[src/rtl/fsin_sync_gen.sv]
// Frame-sync (FSIN) pulse generator: programmable period/width, free-run, trigger and burst modes.
// Define FSIN_TIMESTAMP_EN to add a 32-bit rise timestamp (ts_o, ts_valid_o).
module fsin_sync_gen #(
  parameter int CNT_W      = 24,
  parameter int PERIOD_DEF = 1200000,
  parameter int WIDTH_DEF  = 4800,
  parameter int BURST_W    = 16
) (
  input  logic               clk,
  input  logic               reset,
  input  logic               enable_i,
  input  logic [1:0]         mode_i,
  input  logic [CNT_W-1:0]   period_i,
  input  logic [CNT_W-1:0]   width_i,
  input  logic [BURST_W-1:0] burst_i,
  input  logic               cfg_load_i,
  input  logic               trig_i,
  output logic               fsin_o,
  output logic               busy_o,
  output logic [31:0]        frame_cnt_o,
  output logic               cfg_err_o,
  output logic               trig_miss_o
`ifdef FSIN_TIMESTAMP_EN
  ,
  output logic [31:0]        ts_o,
  output logic               ts_valid_o
`endif
);

  localparam logic [1:0] IDLE      = 2'd0;
  localparam logic [1:0] WAIT_TRIG = 2'd1;
  localparam logic [1:0] HIGH      = 2'd2;
  localparam logic [1:0] LOW       = 2'd3;

  localparam logic [1:0] M_FREE  = 2'b00;
  localparam logic [1:0] M_TRIG  = 2'b01;
  localparam logic [1:0] M_BURST = 2'b10;

  typedef struct packed {
    logic [CNT_W-1:0]   period;
    logic [CNT_W-1:0]   width;
    logic [BURST_W-1:0] burst;
  } cfg_t;

  localparam cfg_t CFG_RST = '{period: CNT_W'(PERIOD_DEF),
                               width:  CNT_W'(WIDTH_DEF),
                               burst:  BURST_W'(1)};

  logic [1:0]         state;
  logic [1:0]         mode_q;
  logic [CNT_W-1:0]   cnt;
  logic [BURST_W-1:0] burst_rem;
  logic               burst_done;
  logic               stop_q;
  cfg_t               act, act_nx;
  cfg_t               pend, pend_nx;
  logic               pend_vld, pend_vld_nx;
  cfg_t               cfg_in;
  logic [2:0]         trig_pipe;
  logic               trig_rise;
  logic               idle_like;
  logic               hi_end;
  logic               lo_end;
  logic               cfg_bad;
  logic               cfg_ok;
  logic               rise;

  // trig_pipe[1:0] is the 2-FF synchronizer, [2] holds the previous synced level
  assign trig_rise = trig_pipe[1] & ~trig_pipe[2];

  assign idle_like = (state == IDLE) || (state == WAIT_TRIG);
  assign busy_o    = (state == HIGH) || (state == LOW);
  assign hi_end    = (state == HIGH) && (cnt == act.width - CNT_W'(1));
  assign lo_end    = (state == LOW)  && (cnt == act.period - CNT_W'(1));
  // fsin_o lags the FSM by one cycle, so the first HIGH cycle marks the rise
  assign rise      = (state == HIGH) && (cnt == '0);

  assign cfg_in  = '{period: period_i, width: width_i, burst: burst_i};
  assign cfg_bad = (period_i < CNT_W'(2)) || (width_i == '0) || (width_i >= period_i) ||
                   ((mode_i == M_BURST) && (burst_i == '0));
  assign cfg_ok  = cfg_load_i && !cfg_bad;

  // Pending config lands at a period boundary or as soon as the FSM is not running
  always_comb begin
    act_nx      = act;
    pend_nx     = pend;
    pend_vld_nx = pend_vld;
    if (pend_vld && (idle_like || lo_end)) begin
      act_nx      = pend;
      pend_vld_nx = 1'b0;
    end
    if (cfg_ok) begin
      if (idle_like) begin
        act_nx = cfg_in;
      end else begin
        pend_nx     = cfg_in;
        pend_vld_nx = 1'b1;
      end
    end
  end

  always_ff @(posedge clk) begin
    if (reset) begin
      state       <= IDLE;
      mode_q      <= M_FREE;
      cnt         <= '0;
      burst_rem   <= '0;
      burst_done  <= 1'b0;
      stop_q      <= 1'b0;
      act         <= CFG_RST;
      pend        <= '0;
      pend_vld    <= 1'b0;
      trig_pipe   <= '0;
      fsin_o      <= 1'b0;
      frame_cnt_o <= '0;
      cfg_err_o   <= 1'b0;
      trig_miss_o <= 1'b0;
    end else begin
      trig_pipe <= {trig_pipe[1:0], trig_i};
      act       <= act_nx;
      pend      <= pend_nx;
      pend_vld  <= pend_vld_nx;
      fsin_o    <= (state == HIGH);

      if (rise)                 frame_cnt_o <= frame_cnt_o + 32'd1;
      if (cfg_load_i)           cfg_err_o   <= cfg_bad;
      if (trig_rise && busy_o)  trig_miss_o <= 1'b1;
      // a completed burst blocks restart until enable has been seen low
      if (!enable_i)            burst_done  <= 1'b0;

      case (state)
        IDLE: begin
          cnt    <= '0;
          stop_q <= 1'b0;
          if (enable_i && !burst_done) begin
            mode_q <= mode_i;
            case (mode_i)
              M_FREE:  state <= HIGH;
              M_TRIG:  state <= WAIT_TRIG;
              M_BURST: begin
                state     <= HIGH;
                burst_rem <= act_nx.burst - BURST_W'(1);
              end
              default: state <= IDLE;
            endcase
          end
        end

        WAIT_TRIG: begin
          cnt <= '0;
          if (!enable_i)      state <= IDLE;
          else if (trig_rise) state <= HIGH;
        end

        HIGH: begin
          cnt <= cnt + CNT_W'(1);
          if (!enable_i) stop_q <= 1'b1;
          // a started pulse always runs its full width
          if (hi_end) state <= (stop_q || !enable_i) ? IDLE : LOW;
        end

        LOW: begin
          if (!enable_i) begin
            state <= IDLE;
          end else if (lo_end) begin
            cnt <= '0;
            case (mode_q)
              M_FREE: state <= HIGH;
              M_TRIG: state <= WAIT_TRIG;
              M_BURST: begin
                if (burst_rem != '0) begin
                  state     <= HIGH;
                  burst_rem <= burst_rem - BURST_W'(1);
                end else begin
                  state      <= IDLE;
                  burst_done <= 1'b1;
                end
              end
              default: state <= IDLE;
            endcase
          end else begin
            cnt <= cnt + CNT_W'(1);
          end
        end

        default: state <= IDLE;
      endcase
    end
  end

`ifdef FSIN_TIMESTAMP_EN
  logic [31:0] ts_cnt;

  always_ff @(posedge clk) begin
    if (reset) begin
      ts_cnt     <= '0;
      ts_o       <= '0;
      ts_valid_o <= 1'b0;
    end else begin
      ts_cnt     <= ts_cnt + 32'd1;
      ts_valid_o <= rise;
      if (rise) ts_o <= ts_cnt;
    end
  end
`endif

endmodule

[config.mk]
export PLATFORM = sky130hd
export DESIGN_NAME = fsin_sync_gen
export DESIGN_NICKNAME = d
export VERILOG_FILES = /design/src/rtl/fsin_sync_gen.sv
export SDC_FILE = /design/constraint.sdc
export NUM_CORES = 1
export LEC_CHECK = 0
export CAP_MARGIN = 5
export CORE_MARGIN = 2
export CORE_UTILIZATION = 55
export CTS_BUF_LIST = sky130_fd_sc_hd__clkbuf_2
export CTS_CLUSTER_SIZE = 14
export DETAILED_ROUTE_END_ITERATION = 10
export PLACE_DENSITY = 0.74
export SLEW_MARGIN = 10
export SYNTH_ARGS = -nofsm -noshare
export SYNTH_HDL_FRONTEND = slang
export SYNTH_SLANG_ARGS = --single-unit
[constraint.sdc]
create_clock -name clk -period 10.7 [get_ports clk]
set_input_delay 2.675 -clock clk [delete_from_list [all_inputs] [get_ports clk]]
set_output_delay 2.675 -clock clk [all_outputs]
set_load 0.02 [all_outputs]
## Word level (Yosys, flattened, before mapping)

Index checks and enable logic that the tools add are counted.

- Register bits after elaboration: 213
- Input bits: 71
- Output and inout port bits: 36
- Logic and storage cells: 117

- Add/sub/neg operators: 6
- Magnitude comparators: 2
- Equal/unequal tests: 19
- Mux-type cells: 35
- Bitwise gates (word level): 3
- Reductions and logical operators: 34

Operators with widths:

| operator | number |
|---|---|
| $mux W64 | 3 |
| $mux W16 | 6 |
| $pmux W24 S3 | 1 |
| $eq A24 B24 Y1 | 2 |
| $logic_not A24 Y1 | 2 |
| $mux W24 | 2 |
| $sub A24 B1 Y24 const B | 2 |
| $add A32 B1 Y32 const B | 1 |
| $pmux W16 S2 | 1 |
| $sub A16 B1 Y16 const B | 2 |
| $add A24 B1 Y24 const B | 1 |
| $ge A24 B24 Y1 | 1 |
| $lt A24 B2 Y1 const B | 1 |
| $logic_not A16 Y1 | 1 |
| $mux W2 | 8 |
| $reduce_bool A16 Y1 | 1 |
| $mux W1 | 10 |
| $eq A2 B2 Y1 const B | 4 |
| $logic_and A1 B1 Y1 | 8 |
| $ne A2 B1 Y1 const B | 4 |
| $ne A2 B2 Y1 const B | 4 |
| $pmux W2 S4 | 1 |
| $logic_or A1 B1 Y1 | 7 |
| $reduce_and A7 Y1 | 1 |
| 13 further kinds | 25 |

## Longest topological paths before layout

- Depth after elaboration: 12
- Mapped depth: 19
- Gate-level depth less buffers: 18

## Worst setup path after synthesis

Ideal clock, no wire load.

- Kind: in2reg
- Start point: input port period_i[23]
- End point: register burst_rem[14]
- Library setup time: 0.117 ns
- Data arrival time: 5.907 ns
- Required time: 10.583 ns
- Slack: 4.677 ns
- Stages: 19
- Buffers on the path: 1
- Cells stage by stage: inv_1 > ha_1 > nand4_1 > nor4_1 > nand2_1 > o21a_1 > and2_1 > clkbuf_1 > o41a_1 > o31ai_1 > mux2_2 > nor2_1 > a21oi_1 > ha_1 > nand2_1 > a211oi_4 > nand3_1 > xor2_1 > a22o_1

- Cells in the longest elaborated chain, start to end: 11
- Elaborated cells between the ends (all ways): 12
- Those cells by class: add/sub (1); order compare (2); mux (4); reduce/logical (5)

RTL lines:

| element | line | text |
|---|---|---|
| start, declared | 13 | `input logic [CNT_W-1:0] period_i,` |
| $lt A24 B2 Y1 | 79 | `assign cfg_bad = (period_i < CNT_W'(2)) \|\| (width_i == '0) \|\| (width_i >= period_i) \|\|` |
| $logic_or A1 B1 Y1 | 79 |  |
| $logic_or A1 B1 Y1 (*) (2 in a row) | 79 |  |
| $logic_not A1 Y1 (*) | 81 | `assign cfg_ok = cfg_load_i && !cfg_bad;` |
| $logic_and A1 B1 Y1 (*) | 81 |  |
| $mux W64 (*) | 92 | `if (cfg_ok) begin` |
| $sub A16 B1 Y16 (*) | 142 | `burst_rem <= act_nx.burst - BURST_W'(1);` |
| $mux W16 (*) | 137 | `case (mode_i)` |
| $mux W16 (*) | 135 | `if (enable_i && !burst_done) begin` |
| $pmux W16 S2 (*) | 131 | `case (state)` |
| end signal, assigned | 142 |  |
| end signal, assigned | 173 | `burst_rem <= burst_rem - BURST_W'(1);` |
| end, declared | 52 | `logic [BURST_W-1:0] burst_rem;` |

Mark *: on every way between the ends. The rest lies on a longest branch, timed or not. The select of a mux whose other input is x is not followed.
A chain may end at the register's enable or synchronous reset.

## Final worst setup path

- Start point: input port width_i[23]
- End point: register burst_rem[14]

- Cells in the longest elaborated chain, start to end: 11
- Elaborated cells between the ends (all ways): 12
- Those cells by class: add/sub (1); order compare (1); mux (4); reduce/logical (6)

RTL lines:

| element | line | text |
|---|---|---|
| start, declared | 14 | `input logic [CNT_W-1:0] width_i,` |
| parallel branches: the longest is 2 deep, another holds $ge A24 B24 Y1 | -- |  |
| $logic_or A1 B1 Y1 (*) (2 in a row) | 79 |  |
| $logic_not A1 Y1 (*) | 81 |  |
| $logic_and A1 B1 Y1 (*) | 81 |  |
| $mux W64 (*) | 92 |  |
| $sub A16 B1 Y16 (*) | 142 |  |
| $mux W16 (*) | 137 |  |
| $mux W16 (*) | 135 |  |
| $pmux W16 S2 (*) | 131 |  |

Mark *: on every way between the ends. The select of a mux whose other input is x is not followed.

==> flow_summary.yaml <==
global_routing:
  grt_max_degree: 109
  grt_pass1_vias: 11220
  grt_usage_pct: 29.60
  grt_pass1_wl_um: 57430
  antenna_found_initial: 1
  grt-ovfl-total: 0
layout:
  layout_common_cells: "dfxtp_1, nand2_1, nor2_1, a21oi_1, clkdlybuf4s50_1"
  syn_to_final_growth_pct: 12.91
  finalNonFillerCells: 1963
  drive_gt1_share_pct: 9.096
  postLayoutCoreUtil_pct: 63.46
  fin_nets: 1747
  mostFrequentLayoutCell: "dfxtp_1"
place:
  port_buffers: 106
  placed_cells: 1869
  gp_congestion: 0.9251
  hpwl_um: 25040
critical_path:
  worst-endpoint-required_ps: 11440
  crit_family: "simple AND/OR/NAND/NOR gates"
  startpoint_type: "input pin"
  max_stage_delay_ps: 600
  crit_fanout: 54
  crit_type: "input pin to register"
  worst_setup_path_end_kind: "register"
  crit_buf_inv: 1
  critPathSlowestCell: "nor4_1"
  cp.arrival_ps: 7320
  crit_chain: "clkdlybuf4s50_1, ha_1, nand4_1, nor4_1, nand2_1, o211a_1, nand2_4, nand3_1, o22ai_1, nor3_1, a21oi_1, ha_1, nand2_1, a211oi_4, nand3_1, xor2_1, a22o_1"
routing:
  ant_nets: 0
  routed_wl_um: 35500
  drt-pass1-iter-count: 5
  wire_per_inst_um: 18.09
  drcViolationCount: 0
  drt_iter0_drc: 1075
  viasPerCell: 6.074
  vias: 11920
clock_tree:
  cts.clk_slew.worst_paths_ps: 110
  clockRootBuffer: "clkbuf_2"
  ctsHtreeMaxLevel: 2
  worstSkewPairLatency_ps: 860
  cts-root-to-sink-buffers: 3
  numCtsBuffers: 55
  postCtsHoldBufs: 0
  clock-sinks: 213
  cts_tree: "yes"
  postCtsSetupRepairBufs: 0
  postCtsResizedCells: 0
die:
  coreArea_um2: 21960
  io_pins: 107
  die_area_um2: 23650
  die_h_um: 153.8
  dieWidth_um: 153.8
  initial_utilization_pct: 56.21
  fp-row-count: 54
logic_synthesis:
  syn_nets: 1682
  ys_ff_latch: 213
  yosysTopAreaCellShare_pct: 34.55
  netlist_area_um2: 12340
  synth_compound_area_share_pct: 18.47
  synthArstFlopShare_pct: 0
  synth_top_family_by_area: "simple AND/OR/NAND/NOR gates"
  synthXorXnorAreaFrac_pct: 6.711
  yosys.area.top_type: "dfxtp_1"
  syn_avg_cell_area_um2: 7.806
  synth-main-ff-cell: "dfxtp_1"
  ys_types: 81
  synth_warnings: 0
  yosysSeqAreaShare_pct: 34.55
  synthSimpleGateAreaFrac_pct: 26.16
  synth.area.mux_share_pct: 6.275
  netlist_instances: 1581
  synth_fa_ha_area_share_pct: 3.041
  synthTopCellsByArea: "dfxtp_1, nand2_1, a21oi_1"
  synth_edf_count: 0
power_and_ir_drop:
  total_leakage_power_nw: 4.951
  irDropWorstVdd_v: 0.0001054
  power_density_nw_per_um2: 132.5
sta:
  fmax_mhz: 152.0
  drv_slew: 0
  fin_crit_ps: 6580
  finClkSkew_ps: 48.61
  tns_ps: 0
  setup_viol: 0
  final-hold-violation-count: 0
  slew_headroom_pct: 26.82
  rsz0062_at_grt: "no"
  tightest_slew_ps: 1098
  fin_crit_sh_pct: 61.49
status:
  status: "complete, no violations"
worst_hold_path:
  hold_class: "register to register"
run:
  drv_cap: 0
## power breakdown
group          leakage, nW  switching [W]  total [W]  internal, W
sequential            1.73      0.0000579   0.000892     0.000834
combinational         2.84       0.000231   0.000392     0.000161
clock                0.374       0.000335   0.000561     0.000227
## cells by family after synthesis
| group | Yosys count |
|---|---|
| AND/OR/NAND/NOR | 663 |
| AO/OA/AOI/OAI | 351 |
| flip-flops | 213 |
| buffers and inverters | 155 |
| XOR/XNOR | 93 |
| multiplexers | 76 |
| adder cells (fa/ha/maj) | 30 |
## synth_stat cells, types with 6 or more instances
cell type,n
nand4_1,20
a22o_1,6
inv_1,47
a21oi_1,144
or3b_2,6
nor2_1,177
o22ai_1,8
nor2b_1,9
a211o_1,6
ha_1,30
nor3_1,37
or2_2,16
o211ai_1,11
nand2_1,209
o21ai_0,46
xnor2_1,44
or3_1,14
nor3b_1,18
mux2_2,11
nand3_1,40
nand2b_1,9
clkbuf_1,95
nor4_1,47
xor2_1,48
dfxtp_1,213
a211oi_1,58
mux2i_1,65
and3_1,21
a31oi_1,9
buf_2,6
## layer usage
metal  wire length [um]  vias to the layer above  track usage (%)  part of all wire, %
li1                   -                     5816                -                    -
met1              15650                     5516            40.73                   44
met2              15970                      495            45.92                   45
met3               2736                       97            5.186                  7.7
met4               1150                        0            12.59                  3.2
met5                  0                        -                0                    0
## flip-flops by register name, summed over array words and instances, names as in the netlist
signal / count
stop_q: 1
fsin_o: 1
burst_rem: 16
mode_q: 2
burst_done: 1
trig_miss_o: 1
cnt: 24
pend_vld: 1
pend: 64
cfg_err_o: 1
frame_cnt_o: 32
state: 2
act: 64
trig_pipe: 3
## stage by stage
stage | hold WS, ps | total power [W] | cell area, um^2 | setup WS (ps)
4_1_cts | 443.5 | 0.001851 | 13930 | 4232
6_report | 447.2 | 0.001846 | 13930 | 4120
2_1_floorplan | 413.8 | 0.001167 | 12340 | 4677
3_5_place_dp | 427.6 | 0.001294 | 13440 | 3321
5_1_grt | 466.7 | 0.001942 | 13930 | 3717
3_3_place_gp | 425.4 | 0.001286 | 13440 | 3455
## worst paths after layout
path | endpoint | slack (ps) | cells after the start | start
max | burst_rem[14] | 4120 | 17 | width_i[23]
min reg2reg | trig_pipe[1] | 450 | 1 | trig_pipe[0]
max reg2reg | burst_rem[14] | 5040 | 18 | act[40]
min | trig_pipe[1] | 450 | 1 | trig_pipe[0]
## layout make-up
type,instances,area [um^2]
antenna,1,2.502
clock buffer,82,410.4
clock inverter,11,77.57
fill,1960,8024
inverter,47,176.4
multi-input combinational,1213,7516
sequential,213,4264
tap,280,350.3
timing repair buffer,116,1137
## worst reg2reg max path: stages (launching register included)
cell and delay (ps):
dfxtp_1 410, inv_1 100, ha_1 250, nor4b_1 680
nand3_1 190, xnor2_1 200, or4b_1 510, or4b_1 590
o41ai_1 660, nand3_1 260, o22ai_1 330, nor3_1 90
a21oi_1 130, ha_1 240, nand2_1 130, a211oi_4 320
nand3_1 130, xor2_1 160, a22o_1 190
Power figures use the tool's default switching activity.
